**src/rtl/acq_sequencer.sv**
```systemverilog
// Sequences N triggered ADC captures: pre-fill, arm, post-capture, AXIS drain.
// Latency: every output is registered and changes one cycle after the event that causes it.
// Backpressure: waits on streamer status levels/pulses; optional auto-trigger timeout (ACQ_SEQ_AUTO_TRIG_EN).
module acq_sequencer #(
  parameter int CNT_W   = 16,
  parameter int DEPTH_W = 29,
  parameter int TMO_W   = 24
) (
  input  logic               acq_clk,
  input  logic               acq_rst,
  input  logic               cmd_start,
  input  logic               cmd_stop,
  input  logic [CNT_W-1:0]   cfg_num_acq,
  input  logic [DEPTH_W-1:0] cfg_pre_words,
  input  logic [TMO_W-1:0]   cfg_tmo_cycles,
  input  logic               adc_data_valid,
  input  logic               acq_done,
  input  logic               acq_have_trig,
  input  logic               axis_last_beat,
  output logic               acq_run,
  output logic               acq_abort,
  output logic               acq_trig_mask,
  output logic               acq_trig_rst,
  output logic               acq_depth_mux,
  output logic               acq_axi_run,
  output logic [2:0]         seq_state,
  output logic [CNT_W-1:0]   seq_acq_count,
  output logic               seq_busy,
  output logic               seq_done,
  output logic               seq_forced_trig
);

  typedef enum logic [2:0] {
    S_IDLE  = 3'd0,
    S_CLR   = 3'd1,
    S_PRE   = 3'd2,
    S_ARMED = 3'd3,
    S_POST  = 3'd4,
    S_DRAIN = 3'd5,
    S_NEXT  = 3'd6,
    S_ABORT = 3'd7
  } state_t;

  state_t             state;
  state_t             next_state;
  logic [CNT_W-1:0]   num_acq_q;
  logic [DEPTH_W-1:0] pre_words_q;
  logic [DEPTH_W-1:0] pre_ctr;
  logic               tmo_hit;

  logic run_d, abort_d, mask_d, trst_d, mux_d, axi_d, done_d;

`ifdef ACQ_SEQ_AUTO_TRIG_EN
  logic [TMO_W-1:0] tmo_q;
  logic [TMO_W-1:0] tmo_ctr;
  // Timeout fires on the cycle the counter would reach zero, so POST starts tmo cycles after ARMED.
  assign tmo_hit = (tmo_q != '0) && (tmo_ctr == TMO_W'(1));
`else
  logic unused_tmo;
  assign unused_tmo = ^cfg_tmo_cycles;
  assign tmo_hit    = 1'b0;
`endif

  // State register.
  always_ff @(posedge acq_clk) begin
    if (acq_rst) state <= S_IDLE;
    else         state <= next_state;
  end

  // Next-state selection; stop overrides every other transition once a sequence is running.
  always_comb begin
    next_state = state;
    case (state)
      S_IDLE:  if (cmd_start) next_state = S_CLR;
      S_CLR:   next_state = (pre_words_q == '0) ? S_ARMED : S_PRE;
      S_PRE:   if (adc_data_valid && (pre_ctr == pre_words_q - DEPTH_W'(1))) next_state = S_ARMED;
      S_ARMED: if (acq_have_trig || tmo_hit) next_state = S_POST;
      S_POST:  if (acq_done) next_state = S_DRAIN;
      S_DRAIN: if (axis_last_beat) next_state = S_NEXT;
      S_NEXT:  next_state = ((num_acq_q != '0) && (seq_acq_count + CNT_W'(1) == num_acq_q))
                            ? S_IDLE : S_CLR;
      S_ABORT: next_state = S_IDLE;
      default: next_state = S_IDLE;
    endcase
    if (cmd_stop && (state != S_IDLE) && (state != S_ABORT)) next_state = S_ABORT;
  end

  // Output decode from the upcoming state so the registered pins line up with seq_state.
  always_comb begin
    run_d   = 1'b0;
    abort_d = 1'b0;
    mask_d  = 1'b1;
    trst_d  = 1'b0;
    mux_d   = 1'b0;
    axi_d   = 1'b0;
    case (next_state)
      S_CLR:   trst_d  = 1'b1;
      S_PRE:   run_d   = 1'b1;
      S_ARMED: begin run_d = 1'b1; mask_d = 1'b0; end
      S_POST:  begin run_d = 1'b1; mux_d  = 1'b1; end
      S_DRAIN: axi_d   = 1'b1;
      S_ABORT: abort_d = 1'b1;
      default: ;
    endcase
    done_d = (state == S_ABORT) || ((state == S_NEXT) && (next_state == S_IDLE));
  end

  // Output register.
  always_ff @(posedge acq_clk) begin
    if (acq_rst) begin
      acq_run       <= 1'b0;
      acq_abort     <= 1'b0;
      acq_trig_mask <= 1'b1;
      acq_trig_rst  <= 1'b0;
      acq_depth_mux <= 1'b0;
      acq_axi_run   <= 1'b0;
      seq_busy      <= 1'b0;
      seq_done      <= 1'b0;
    end else begin
      acq_run       <= run_d;
      acq_abort     <= abort_d;
      acq_trig_mask <= mask_d;
      acq_trig_rst  <= trst_d;
      acq_depth_mux <= mux_d;
      acq_axi_run   <= axi_d;
      seq_busy      <= (next_state != S_IDLE);
      seq_done      <= done_d;
    end
  end

  // Config latch, capture counter, pre-fill counter and forced-trigger flag.
  always_ff @(posedge acq_clk) begin
    if (acq_rst) begin
      num_acq_q       <= '0;
      pre_words_q     <= '0;
      pre_ctr         <= '0;
      seq_acq_count   <= '0;
      seq_forced_trig <= 1'b0;
`ifdef ACQ_SEQ_AUTO_TRIG_EN
      tmo_q           <= '0;
      tmo_ctr         <= '0;
`endif
    end else begin
      if ((state == S_IDLE) && cmd_start) begin
        num_acq_q       <= cfg_num_acq;
        pre_words_q     <= cfg_pre_words;
        seq_acq_count   <= '0;
        seq_forced_trig <= 1'b0;
`ifdef ACQ_SEQ_AUTO_TRIG_EN
        tmo_q           <= cfg_tmo_cycles;
`endif
      end
      if (state == S_NEXT) seq_acq_count <= seq_acq_count + CNT_W'(1);
      if (state == S_CLR) pre_ctr <= '0;
      else if ((state == S_PRE) && adc_data_valid) pre_ctr <= pre_ctr + DEPTH_W'(1);
`ifdef ACQ_SEQ_AUTO_TRIG_EN
      if ((state != S_ARMED) && (next_state == S_ARMED)) tmo_ctr <= tmo_q;
      else if ((state == S_ARMED) && (tmo_ctr != '0)) tmo_ctr <= tmo_ctr - TMO_W'(1);
      if ((state == S_ARMED) && (next_state == S_POST) && !acq_have_trig) seq_forced_trig <= 1'b1;
`endif
    end
  end

  assign seq_state = state;

endmodule

```
**config.mk**
```make
export PLATFORM = sky130hd
export DESIGN_NAME = acq_sequencer
export DESIGN_NICKNAME = d
export VERILOG_FILES = /design/src/rtl/acq_sequencer.sv
export SDC_FILE = /design/constraint.sdc
export NUM_CORES = 1
export LEC_CHECK = 0
export ABC_AREA = 1
export CORE_AREA = 4 4 121 123
export CTS_BUF_LIST = sky130_fd_sc_hd__clkbuf_8 sky130_fd_sc_hd__clkbuf_16
export CTS_CLUSTER_DIAMETER = 50
export DETAILED_ROUTE_END_ITERATION = 10
export DIE_AREA = 0 0 125 127
export HOLD_SLACK_MARGIN = 0.03
export PLACE_DENSITY = 0.7
export SLEW_MARGIN = 5
export SYNTH_ARGS = -nofsm -noshare
export SYNTH_HDL_FRONTEND = slang
export SYNTH_SLANG_ARGS = --single-unit
```
**constraint.sdc**
```tcl
create_clock -name acq_clk -period 2 [get_ports acq_clk]
set_clock_uncertainty 0.15 [all_clocks]
set_input_delay 0.2 -clock acq_clk [delete_from_list [all_inputs] [get_ports acq_clk]]
set_output_delay 0.2 -clock acq_clk [all_outputs]
set_load 0.03 [all_outputs]
```
After elaboration in Yosys (flattened, before gate mapping)
Index checks and enable logic that the tools add are counted.
{"block": "word_totals", "elab_cells": 66, "output_inout_bits": 28, "inputBits": 77, "regBits": 101}
{"block": "classes", "n_addsub": 3, "n_reduce_logical": 17, "eq_ne": 16, "mux": 17}
{"op": "$mux W16", "n": 2}
{"op": "$add A29 B1 Y29 const B", "n": 1}
{"op": "$eq A29 B29 Y1", "n": 1}
{"op": "$logic_not A29 Y1", "n": 1}
{"op": "$sub A29 B1 Y29 const B", "n": 1}
{"op": "$pmux W3 S8", "n": 1}
{"op": "$eq A3 B3 Y1 const B", "n": 7}
{"op": "$mux W3", "n": 6}
{"op": "$add A16 B1 Y16 const B", "n": 1}
{"op": "$eq A16 B16 Y1", "n": 1}
{"op": "$reduce_bool A16 Y1", "n": 1}
{"op": "$eq A3 B2 Y1 const B", "n": 4}
{"op": "$mux W1", "n": 8}
{"op": "$logic_and A1 B1 Y1", "n": 7}
{"op": "$eq A3 B1 Y1 const B", "n": 2}
{"op": "$logic_not A3 Y1", "n": 2}
{"op": "$reduce_bool A3 Y1", "n": 2}
{"op": "$ne A3 B3 Y1 const B", "n": 1}
{"op": "$reduce_or A3 Y1", "n": 1}
{"op": "$reduce_bool A2 Y1", "n": 1}
{"op": "$reduce_or A2 Y1", "n": 1}
{"op": "$logic_or A1 B1 Y1", "n": 1}

Logic depth before layout (Yosys ltp)
Gate-level depths: netlist of the first run.
{"block": "logic_depth", "ltp_word": 9, "ltp_mapped": 20, "mapped_depth_nobuf": 20}

Least setup slack after synthesis of the first run
No wires, ideal clock.
{"block": "synth_timing", "path_kind": "reg-to-reg", "startpoint": "register seq_acq_count[0]", "endpoint": "register acq_trig_rst", "path_slack_ns": -0.406, "required_time_ns": 1.726, "period_less_slack_ns": 2.406, "stages_incl_launch_ff": 18, "n_path_buf": 0, "arrival_ns": 2.133, "setup_time_ns": 0.124, "cell_sequence": "dfxtp_1 > ha_1 > nand2_1 > nor2_4 > nand2_2 > nand2_1 > and2_1 > nor2_1 > nor2_1 > nand2_1 > nor2_1 > nand4_1 > nand2_1 > nand3_2 > nor2_4 > inv_1 > nand2_1 > nor3_2"}
{"block": "synth_between", "elab_chain_len": 8}
{"item": "from (decl)", "line_no": "27", "source": "output logic [CNT_W-1:0] seq_acq_count,"}
{"item": "from (signal assigned)", "line_no": "153", "source": "if (state == S_NEXT) seq_acq_count <= seq_acq_count + CNT_W'(1);"}
{"item": "$add A16 B1 Y16", "line_no": "80", "source": "S_NEXT: next_state = ((num_acq_q != '0) && (seq_acq_count + CNT_W'(1) == num_acq_q))"}
{"item": "$eq A16 B16 Y1", "line_no": "80"}
{"item": "$logic_and A1 B1 Y1", "line_no": "80"}
{"item": "$mux W1", "line_no": "81", "source": "? S_IDLE : S_CLR;"}
{"item": "$pmux W3 S8", "line_no": "73", "source": "case (state)"}
{"item": "$mux W3", "line_no": "85", "source": "if (cmd_stop && (state != S_IDLE) && (state != S_ABORT)) next_state = S_ABORT;"}
{"item": "$eq A3 B1 Y1", "line_no": "96", "source": "case (next_state)"}
{"item": "$mux W1", "line_no": "96"}
{"item": "to (signal assigned)", "line_no": "123", "source": "acq_trig_rst <= trst_d;"}
{"item": "to (decl)", "line_no": "23", "source": "output logic acq_trig_rst,"}
Every way passes these cells.
A chain may end at the register's enable or synchronous reset.

Worst setup path in the final report of the first run
Same ends and word-level chain as after synthesis.

==> impl_metrics.ini, run 1 <==
[drt]
first_pass_iters = 5
routed_via_density = 5.01
drt_wl_total_microns = 18600
antenna_left = 0
first_iter_violations = 463
drc = 0
vias = 6762
wl_per_cell_microns = 13.8

[setup_path]
end_kind = flop
cp-startpoint = seq_acq_count[0]
critPathMaxFanout = 4
critPathRequiredTime_ns = 2.09
worstRegToRegCells = 17
crit_type = flop to flop
critPathArrivalTime_ns = 2.40
regToRegStartpoint = seq_acq_count[0]
regToRegSetupSlack_ns = -0.31
cp-endpoint = acq_trig_rst
startpoint_type = flop
r2r-end = acq_trig_rst

[pwr]
leakagePower_nw = 3.90
totalPowerFinal_mw = 7.38
powerDensity_nw_per_um2 = 840
ir_worst_vdd_mv = 0.493

[logic_synthesis]
synthCells = 940
synth_top_cells_by_count = nand2_1 (236), inv_1 (122), nor2_1 (102)
synth-async-reset-ratio_pct = 0
synth_fp_nets = 1020
synth_area_per_cell_sq_um = 6.37
syn_area_sq_um = 5990
yosysMostFrequentCell = nand2_1
ys.flop_type = dfxtp_1
synth_area_leaders = dfxtp_1 (34%), nand2_1 (15%), inv_1 (7.6%)
ys_types = 40
ys_ff_latch = 101
yosys.area.top_type_share_pct = 33.8
synth_edf_count = 0
synth_top_area_cell = dfxtp_1
ys_seq_area_share_pct = 33.8
yosys_warnings = 0

[finish]
fillerInstances = 1209
final_area_sq_um = 8790
final_nets = 1244
diodes = 0
area_growth_pct = 46.8
drive_above_1_share_pct = 25.0
final_util_pct = 64.3

[timing]
relSlewSlack_pct = 65.5
fmax_ghz = 0.432
fin_crit_sh_pct = 116
hold_viol = 0
worst_pin_slew_ns = 0.517
holdWs_ns = 0.282
final-setup-viol-count = 17
rsz0062_at_grt = true
setup_slack_ns = -0.314
period_needed_ns = 2.31
final_max_slew_viol_count = 0

[global_routing]
grt_pass1_vias = 6503
grt_start_max_net_pins = 63
grt_overflow = 0
antenna_found_initial = 0
grt_pass1_wl_microns = 29900
grt_use_total_pct = 22.8

[die]
core_sq_um = 13700
die-area_sq_um = 15900
num_rows = 43
io_pins = 105
initial_core_util_pct = 43.8
fp.dieW_microns = 125
die_h_microns = 127

[clock_network]
htree_levels = 3
clk_latency_ns = 0.35
clock_sinks = 101
root_buffer = clkbuf_16
cts_buffer_depth = 2
cts_buffers = 9
tritoncts = yes
clk_pin_slew_ns = 0.07
ctsHoldBuffers = 0

[outcome]
violations = negative setup slack
status = complete, but fails checks

[placed_design]
gp_congestion = 0.923
place_area_sq_um = 8000
place_ws_ns = -0.464
hpwl_microns = 13900
port_buffers = 79

[hold_path]
hp-class = input port to flop

[job]
drv_cap = 0
-- routing by layer --
| layer | global-route usage (%) | up-vias | wire length [microns] |
|---|---|---|---|
| met2 | 41.8 | 169 | 9440 |
| met5 | 0 | - | 0 |
| met3 | 3.55 | 26 | 846 |
| met1 | 27.0 | 3089 | 7890 |
| li1 | - | 3478 | - |
| met4 | 8.29 | 0 | 399 |
-- cells by family after synthesis --
| logic type | synth area share, % |
|---|---|
| AOI/OAI and AO/OA | 13.3 |
| xor gates and xnor gates | 5.56 |
| adders and majority gates | 0.627 |
| buffers and inverters | 9.55 |
| DFF | 33.8 |
| other | 0.0626 |
| and+or+nand+nor | 37.1 |
-- through the flow --
stage,instances,TNS (ns)
2_1_floorplan,940,-0.619
3_3_place_gp,1306,-6.53
3_5_place_dp,1306,-7.40
4_1_cts,1333,-2.21
5_1_grt,1349,-5.65
6_report,1349,-2.79
-- final cells by class --
| type | instances | area [sq um] | area share, % |
|---|---|---|---|
| clock buffer | 10 | 239 | 2.72 |
| clock inverter | 6 | 48.8 | 0.555 |
| inverter | 127 | 489 | 5.56 |
| multi-input combinational | 688 | 3710 | 42.2 |
| sequential | 101 | 2060 | 23.5 |
| tap | 180 | 225 | 2.56 |
| timing repair buffer | 237 | 2020 | 23.0 |
-- flip-flops by register name, indices dropped and copies added (netlist names) --
register / flops
num_acq_q: 16
pre_ctr: 29
seq_state: 3
acq_trig_mask: 1
acq_axi_run: 1
acq_abort: 1
seq_done: 1
pre_words_q: 29
acq_depth_mux: 1
acq_trig_rst: 1
seq_busy: 1
seq_acq_count: 16
acq_run: 1
-- worst max-delay path: stages, from the launching register on --
cell	delay (ns)
dfxtp_4	0.38
ha_4	0.16
nand2_4	0.05
nor2_4	0.15
nand2_4	0.10
nand2_4	0.07
and2_4	0.14
nor2_1	0.04
nor2_1	0.11
nand2_1	0.08
nor2_1	0.10
nand4_1	0.13
nand2_1	0.11
nand3_2	0.09
nor2_4	0.14
inv_2	0.07
nand2_2	0.08
nor3_2	0.04
-- what timing repair did --
item | in CTS | in global routing
endpoints found under the setup margin | 19 | 22
pin swaps | 18 | 12
setup buffers | 11 | 17
gates resized for setup | 35 | 55
-- placed cells by master (no fill, tap or decap), drive strengths merged --
cell,count
dfxtp,101
o21bai,2
and2,3
nand4,20
nor3,18
or2,1
clkbuf,10
xnor2,14
inv,127
nor4,5
o31ai,1
ha,3
nor3b,1
nand3b,4
a211oi,1
o21a,1
conb,1
clkinvlp,3
nor2,116
a31oi,2
o21ai,58
a21oi,87
a221oi,1
clkdlybuf4s50,79
o2bb2ai,1
clkinv,3
buf,158
nand2,246
xor2,24
nand3,78
-- power by group --
part / total (mW) / internal [mW] / leakage [nW] / switching (mW)
Combinational: 3.25 / 1.36 / 2.94 / 1.90
Sequential: 2.43 / 2.25 / 0.833 / 0.181
Clock: 1.70 / 0.885 / 0.131 / 0.816
Total: 7.38 / 4.49 / 3.90 / 2.89
-- how the worst min path moves through the flow --
stage / cells after the start / from / end
CTS: 3 / cfg_pre_words[6] / pre_words_q[6]
global route: 3 / cfg_pre_words[5] / pre_words_q[5]
detailed placement: 2 / pre_words_q[27] / pre_words_q[27]
global placement: 2 / pre_words_q[27] / pre_words_q[27]
finish: 3 / cfg_pre_words[5] / pre_words_q[5]
floorplan: 2 / cfg_pre_words[5] / pre_words_q[5]
Power figures use the tool's default switching activity.
==> run 2, diff against run 1 <==
--- a/config.mk
+++ b/config.mk
@@ -6,13 +6,13 @@
 export NUM_CORES = 1
 export LEC_CHECK = 0
 export ABC_AREA = 1
-export CORE_AREA = 4 4 121 123
+export CORE_AREA = 4 4 117 119
 export CTS_BUF_LIST = sky130_fd_sc_hd__clkbuf_8 sky130_fd_sc_hd__clkbuf_16
 export CTS_CLUSTER_DIAMETER = 50
 export DETAILED_ROUTE_END_ITERATION = 10
-export DIE_AREA = 0 0 125 127
+export DIE_AREA = 0 0 121 123
 export HOLD_SLACK_MARGIN = 0.03
-export PLACE_DENSITY = 0.7
+export PLACE_DENSITY_LB_ADDON = 0.05
 export SLEW_MARGIN = 5
 export SYNTH_ARGS = -nofsm -noshare
 export SYNTH_HDL_FRONTEND = slang
==> impl_metrics.ini, run 2 (same netlist as run 1, synthesis figures left out) <==
[placed_design]
place_area_sq_um = 7990
placedCellCount = 1299
port_buffers = 79
gp_congestion = 0.892
hpwl_microns = 13800

[timing]
fin_setup_tns_ns = -4.34
relSlewSlack_pct = 66.4
worst_pin_slew_ns = 0.503
holdWs_ns = 0.266
setup_slack_ns = -0.304
period_needed_ns = 2.30
final-setup-viol-count = 21
fin_crit_sh_pct = 115
final_max_slew_viol_count = 0
hold_viol = 0
rsz0062_at_grt = true
fmax_ghz = 0.434

[finish]
final_util_pct = 70.7
top_regs = pre_ctr: 29 flops, pre_words_q: 29 flops
final_area_sq_um = 8880
diodes = 0
layout.cells.non_filler = 1340
drive_above_1_share_pct = 25.7
area_growth_pct = 48.3
mostFrequentLayoutCell = nand2_1
final_nets = 1243
fillerInstances = 1029
layout_common_cells = nand2_1 (222), buf_4 (144), inv_1 (115), nor2_1 (88), a21oi_1 (81)

[global_routing]
antenna_found_initial = 0
grt_start_max_net_pins = 37
grt_overflow = 0
grt_pass1_wl_microns = 29500
grt_use_total_pct = 24.9
grt_pass1_vias = 6291

[drt]
vias = 6693
wl_per_cell_microns = 14.1
drt_wl_total_microns = 18900
antenna_left = 0
drc = 0
first_iter_violations = 489
first_pass_iters = 6
routed_via_density = 4.99

[die]
die_h_microns = 123
fp.dieW_microns = 121
die-area_sq_um = 14900
initial_core_util_pct = 47.7
io_pins = 105
core_sq_um = 12600
num_rows = 41

[clock_network]
root_buffer = clkbuf_16
ctsHoldBuffers = 0
clk_pin_slew_ns = 0.07
tritoncts = yes
cts_buffer_depth = 2
cts_buffers = 9
clk_latency_ns = 0.37
clock_sinks = 101
htree_levels = 3

[hold_path]
worstHoldStart = cfg_pre_words[5]
hp-class = input port to flop

[setup_path]
critPathMaxFanout = 3
end_kind = flop
cp_common_cell = nor2_4
regToRegSetupSlack_ns = -0.30
critical_path.slowest_cell = dfxtp_4
startpoint_type = flop
cp_cell_sequence = inv_4 > nand4_4 > inv_2 > nand2_4 > nor2_4 > nand2_2 > nor2_4 > nand3_2 > nor2_4 > nand2_4 > nor4_4 > nand3_1 > o21ai_1 > a21oi_1
cp-startpoint = seq_state[0]
slowest_delay_ns = 0.36
critPathRequiredTime_ns = 2.11
regToRegStartpoint = seq_state[0]
critPathArrivalTime_ns = 2.42
crit_type = flop to flop

[pwr]
powerDensity_nw_per_um2 = 859
ir_worst_vdd_mv = 0.793
leakagePower_nw = 3.99

[job]
drv_cap = 0

[outcome]
status = complete, but fails checks
violations = negative setup slack
## run 2: path summary, 6_finish.rpt
check / depth (start not counted) / to
worst max-delay path: 14 / pre_ctr[27]
worst min-delay path: 3 / pre_words_q[5]
worst max register to register: 14 / pre_ctr[27]
worst min register to register: 2 / pre_words_q[27]
## run 2: final cells by class
| class | instances | area, sq um | area share (%) |
|---|---|---|---|
| clock buffer | 11 | 253 | 2.85 |
| clock inverter | 5 | 57.6 | 0.648 |
| inverter | 127 | 489 | 5.51 |
| multi-input combinational | 688 | 3770 | 42.5 |
| sequential | 101 | 2070 | 23.3 |
| tap | 172 | 215 | 2.42 |
| timing repair buffer | 236 | 2030 | 22.8 |
## run 2: layer usage
layer  part of all wire (%)  wire [microns]  GRT usage, %  vias up
met5                      0               0             0        -
met4                    2.5             482          7.79        0
met3                    3.9             745          5.49       35
met2                     50            9420          43.5      137
met1                     44            8270          30.6     3058
li1                       -               -             -     3463
## run 2: where the power goes
part	switching, mW	total, mW	internal, mW	leakage (nW)
clock network	0.809	1.85	1.04	0.158
logic	1.90	3.33	1.42	2.99
registers	0.202	2.46	2.25	0.835
total	2.91	7.63	4.72	3.99
## run 2: per-stage QoR
stage,setup WS [ns],power [mW]
final,-0.304,7.63
after global placement,-0.410,5.47
after floorplan,-0.0912,4.35
after detailed placement,-0.525,5.50
after CTS,-0.245,7.50
after global routing,-0.474,8.15
## run 2: repair_timing
action | in CTS | in global routing
hold endpoints to repair | 0 | 0
resized for setup | 53 | 64
pin swaps | 9 | 23
buffers inserted | 17 | 14
endpoints found under the setup margin | 20 | 25
## run 2: worst max-delay path: cells and delay by family (launching register included)
kind / cells / cell delay, ns
flip-flops: 1 / 0.36
AND/OR/NAND/NOR: 10 / 1.32
buffers and inverters: 2 / 0.17
AO/OA/AOI/OAI: 2 / 0.20
==> run 3, diff against run 2 <==
--- a/config.mk
+++ b/config.mk
@@ -6,11 +6,11 @@
 export NUM_CORES = 1
 export LEC_CHECK = 0
 export ABC_AREA = 1
-export CORE_AREA = 4 4 117 119
+export CORE_AREA = 4 4 110 112
 export CTS_BUF_LIST = sky130_fd_sc_hd__clkbuf_8 sky130_fd_sc_hd__clkbuf_16
 export CTS_CLUSTER_DIAMETER = 50
 export DETAILED_ROUTE_END_ITERATION = 10
-export DIE_AREA = 0 0 121 123
+export DIE_AREA = 0 0 114 116
 export HOLD_SLACK_MARGIN = 0.03
 export PLACE_DENSITY_LB_ADDON = 0.05
 export SLEW_MARGIN = 5
==> constraint.sdc (replaced) <==
create_clock -name acq_clk -period 2.7 [get_ports acq_clk]
set_clock_uncertainty 0.15 [all_clocks]
set_input_delay 0.27 -clock acq_clk [delete_from_list [all_inputs] [get_ports acq_clk]]
set_output_delay 0.27 -clock acq_clk [all_outputs]
set_load 0.03 [all_outputs]
==> impl_metrics.ini, run 3 (same netlist as run 1, synthesis figures left out) <==
[outcome]
status = completed

[setup_path]
end_kind = flop
critPathRequiredTime_ns = 2.79
worstRegToRegCells = 17
cp_common_cell = nand2_1
critPathMaxFanout = 5
cp_cell_sequence = ha_1 > nand2_1 > nor2_4 > nand2_2 > nand2_1 > and2_1 > nor2_1 > nor2_1 > nand2_1 > nor2_1 > nand4_1 > nand2_1 > nand3_2 > nor2_4 > inv_1 > nand2_1 > nor3_2
critPathTopFamily = simple AND/OR/NAND/NOR gates
crit_type = flop to flop
critPathArrivalTime_ns = 2.54
regToRegSetupSlack_ns = 0.26
cp-startpoint = seq_acq_count[1]
slowest_delay_ns = 0.37
critical_path.slowest_cell = dfxtp_2
regToRegStartpoint = seq_acq_count[1]
r2r-end = acq_trig_rst
startpoint_type = flop
path_buf_inv = 1
cp-endpoint = acq_trig_rst
cp.depth = 17

[pwr]
p_int_mw = 2.98
totalPowerFinal_mw = 4.97
power_frac_comb_pct = 39.2
leakagePower_nw = 3.04
seq_power_share_pct = 36.4
p_switching_mw = 1.99
ir_worst_vdd_mv = 0.569
switching_share_pct = 40.0
powerDensity_nw_per_um2 = 682
clkPwrFrac_pct = 24.5

[drt]
wl_per_cell_microns = 13.6
first_iter_violations = 514
drc = 0
first_pass_iters = 7
drt_wl_total_microns = 15900
vias = 6059
routed_via_density = 5.18
met1_length_microns = 7610
routed-wl-met3_microns = 1330
highest_layer = met4
antenna_left = 0
met2_length_microns = 6740

[finish]
diodes = 0
multi_input_area_sq_um = 3410
top_regs = pre_ctr: 29 flops, pre_words_q: 29 flops
area_growth_pct = 21.7
fillerInstances = 1105
drive_above_1_share_pct = 7.12
layout_common_cells = nand2_1 (235), inv_1 (124), nor2_1 (102), dfxtp_1 (100), a21oi_1 (87)
layout.area.seq_sq_um = 2020
final_nets = 1101
mostFrequentLayoutCell = nand2_1

[die]
fp.dieW_microns = 114
io_pins = 105
core_sq_um = 11200
num_rows = 39
die_h_microns = 116
initial_core_util_pct = 53.4
die-area_sq_um = 13200

[hold_path]
hp-class = flop to flop

[clock_network]
root_buffer = clkbuf_16
cts_buffer_depth = 2
tritoncts = yes
ctsHoldBuffers = 0
clk_pin_slew_ns = 0.07
clk_latency_ns = 0.35
cts_buffers = 9
clock_sinks = 101
htree_levels = 3

[global_routing]
grt_pass1_vias = 5483
grt_overflow = 0
grt_start_max_net_pins = 47
grt_use_total_pct = 24.8
grt_pass1_wl_microns = 26300
antenna_found_initial = 0

[timing]
rsz0062_at_grt = false
final-setup-viol-count = 0
final_max_slew_viol_count = 0
hold_viol = 0
holdWs_ns = 0.336
worst_pin_slew_ns = 0.525
fin_setup_tns_ns = 0
fin_crit_sh_pct = 90.5
period_needed_ns = 2.44
relSlewSlack_pct = 65.0
fmax_ghz = 0.409

[placed_design]
port_buffers = 79
gp_congestion = 0.896
hpwl_microns = 12200

[job]
drv_cap = 0
run 3: area by class of cell:
| type | instances | share of cell area [%] |
|---|---|---|
| multi-input combinational | 688 | 46.8 |
| sequential | 101 | 27.8 |
| timing repair buffer | 94 | 12.7 |
| inverter | 127 | 6.54 |
| clock buffer | 9 | 3.09 |
| tap | 143 | 2.46 |
| clock inverter | 7 | 0.601 |
run 3: what timing repair did:
item                       in CTS  in global routing
resized for setup               0                  4
setup endpoints to repair       0                  4
hold endpoints to repair        0                  0
setup buffers                   0                  1
run 3: worst min-delay path, delay by kind of cell (launching register included):
family                 cells  cell delay [ns]
flip-flops                 1             0.31
buffers and inverters      1             0.07
AO/OA/AOI/OAI              1             0.06
run 3: stage by stage:
step / utilization, % / cells / setup slack [ns] / instance area, sq um
2_1_floorplan: - / 940 / 0.294 / 5990
3_3_place_gp: 62.3 / 1152 / 0.0957 / 7000
3_5_place_dp: 62.3 / 1152 / 0.0721 / 7000
4_1_cts: 64.7 / 1168 / 0.201 / 7270
5_1_grt: 64.9 / 1169 / 0.00588 / 7290
6_report: 64.9 / 1169 / 0.256 / 7290
run 3: power groups by stage:
stage	Clock (mW)	Combinational, mW	Sequential (mW)
5_1_grt	1.29	2.21	1.83
3_5_place_dp	0	1.90	1.84
2_1_floorplan	0	1.31	1.88
3_3_place_gp	0	1.88	1.84
6_report	1.21	1.95	1.81
4_1_cts	1.24	1.91	1.80
run 3: how the worst min path moves through the flow:
| stage | cells past startpoint | startpoint | endpoint | slack, ns |
|---|---|---|---|---|
| after global placement | 2 | pre_words_q[1] | pre_words_q[1] | 0.32 |
| after detailed placement | 2 | pre_words_q[1] | pre_words_q[1] | 0.32 |
| final | 2 | pre_words_q[1] | pre_words_q[1] | 0.34 |
| after global routing | 3 | cfg_pre_words[6] | pre_words_q[6] | 0.34 |
| after CTS | 3 | cfg_pre_words[7] | pre_words_q[7] | 0.33 |
| after floorplan | 2 | cfg_pre_words[5] | pre_words_q[5] | 0.28 |
run 3: per-layer routing:
layer / up-vias / global-route usage (%)
met4: 0 / 5.78
met5: - / 0
met1: 2677 / 34.5
met2: 188 / 38.4
li1: 3180 / -
met3: 14 / 7.05
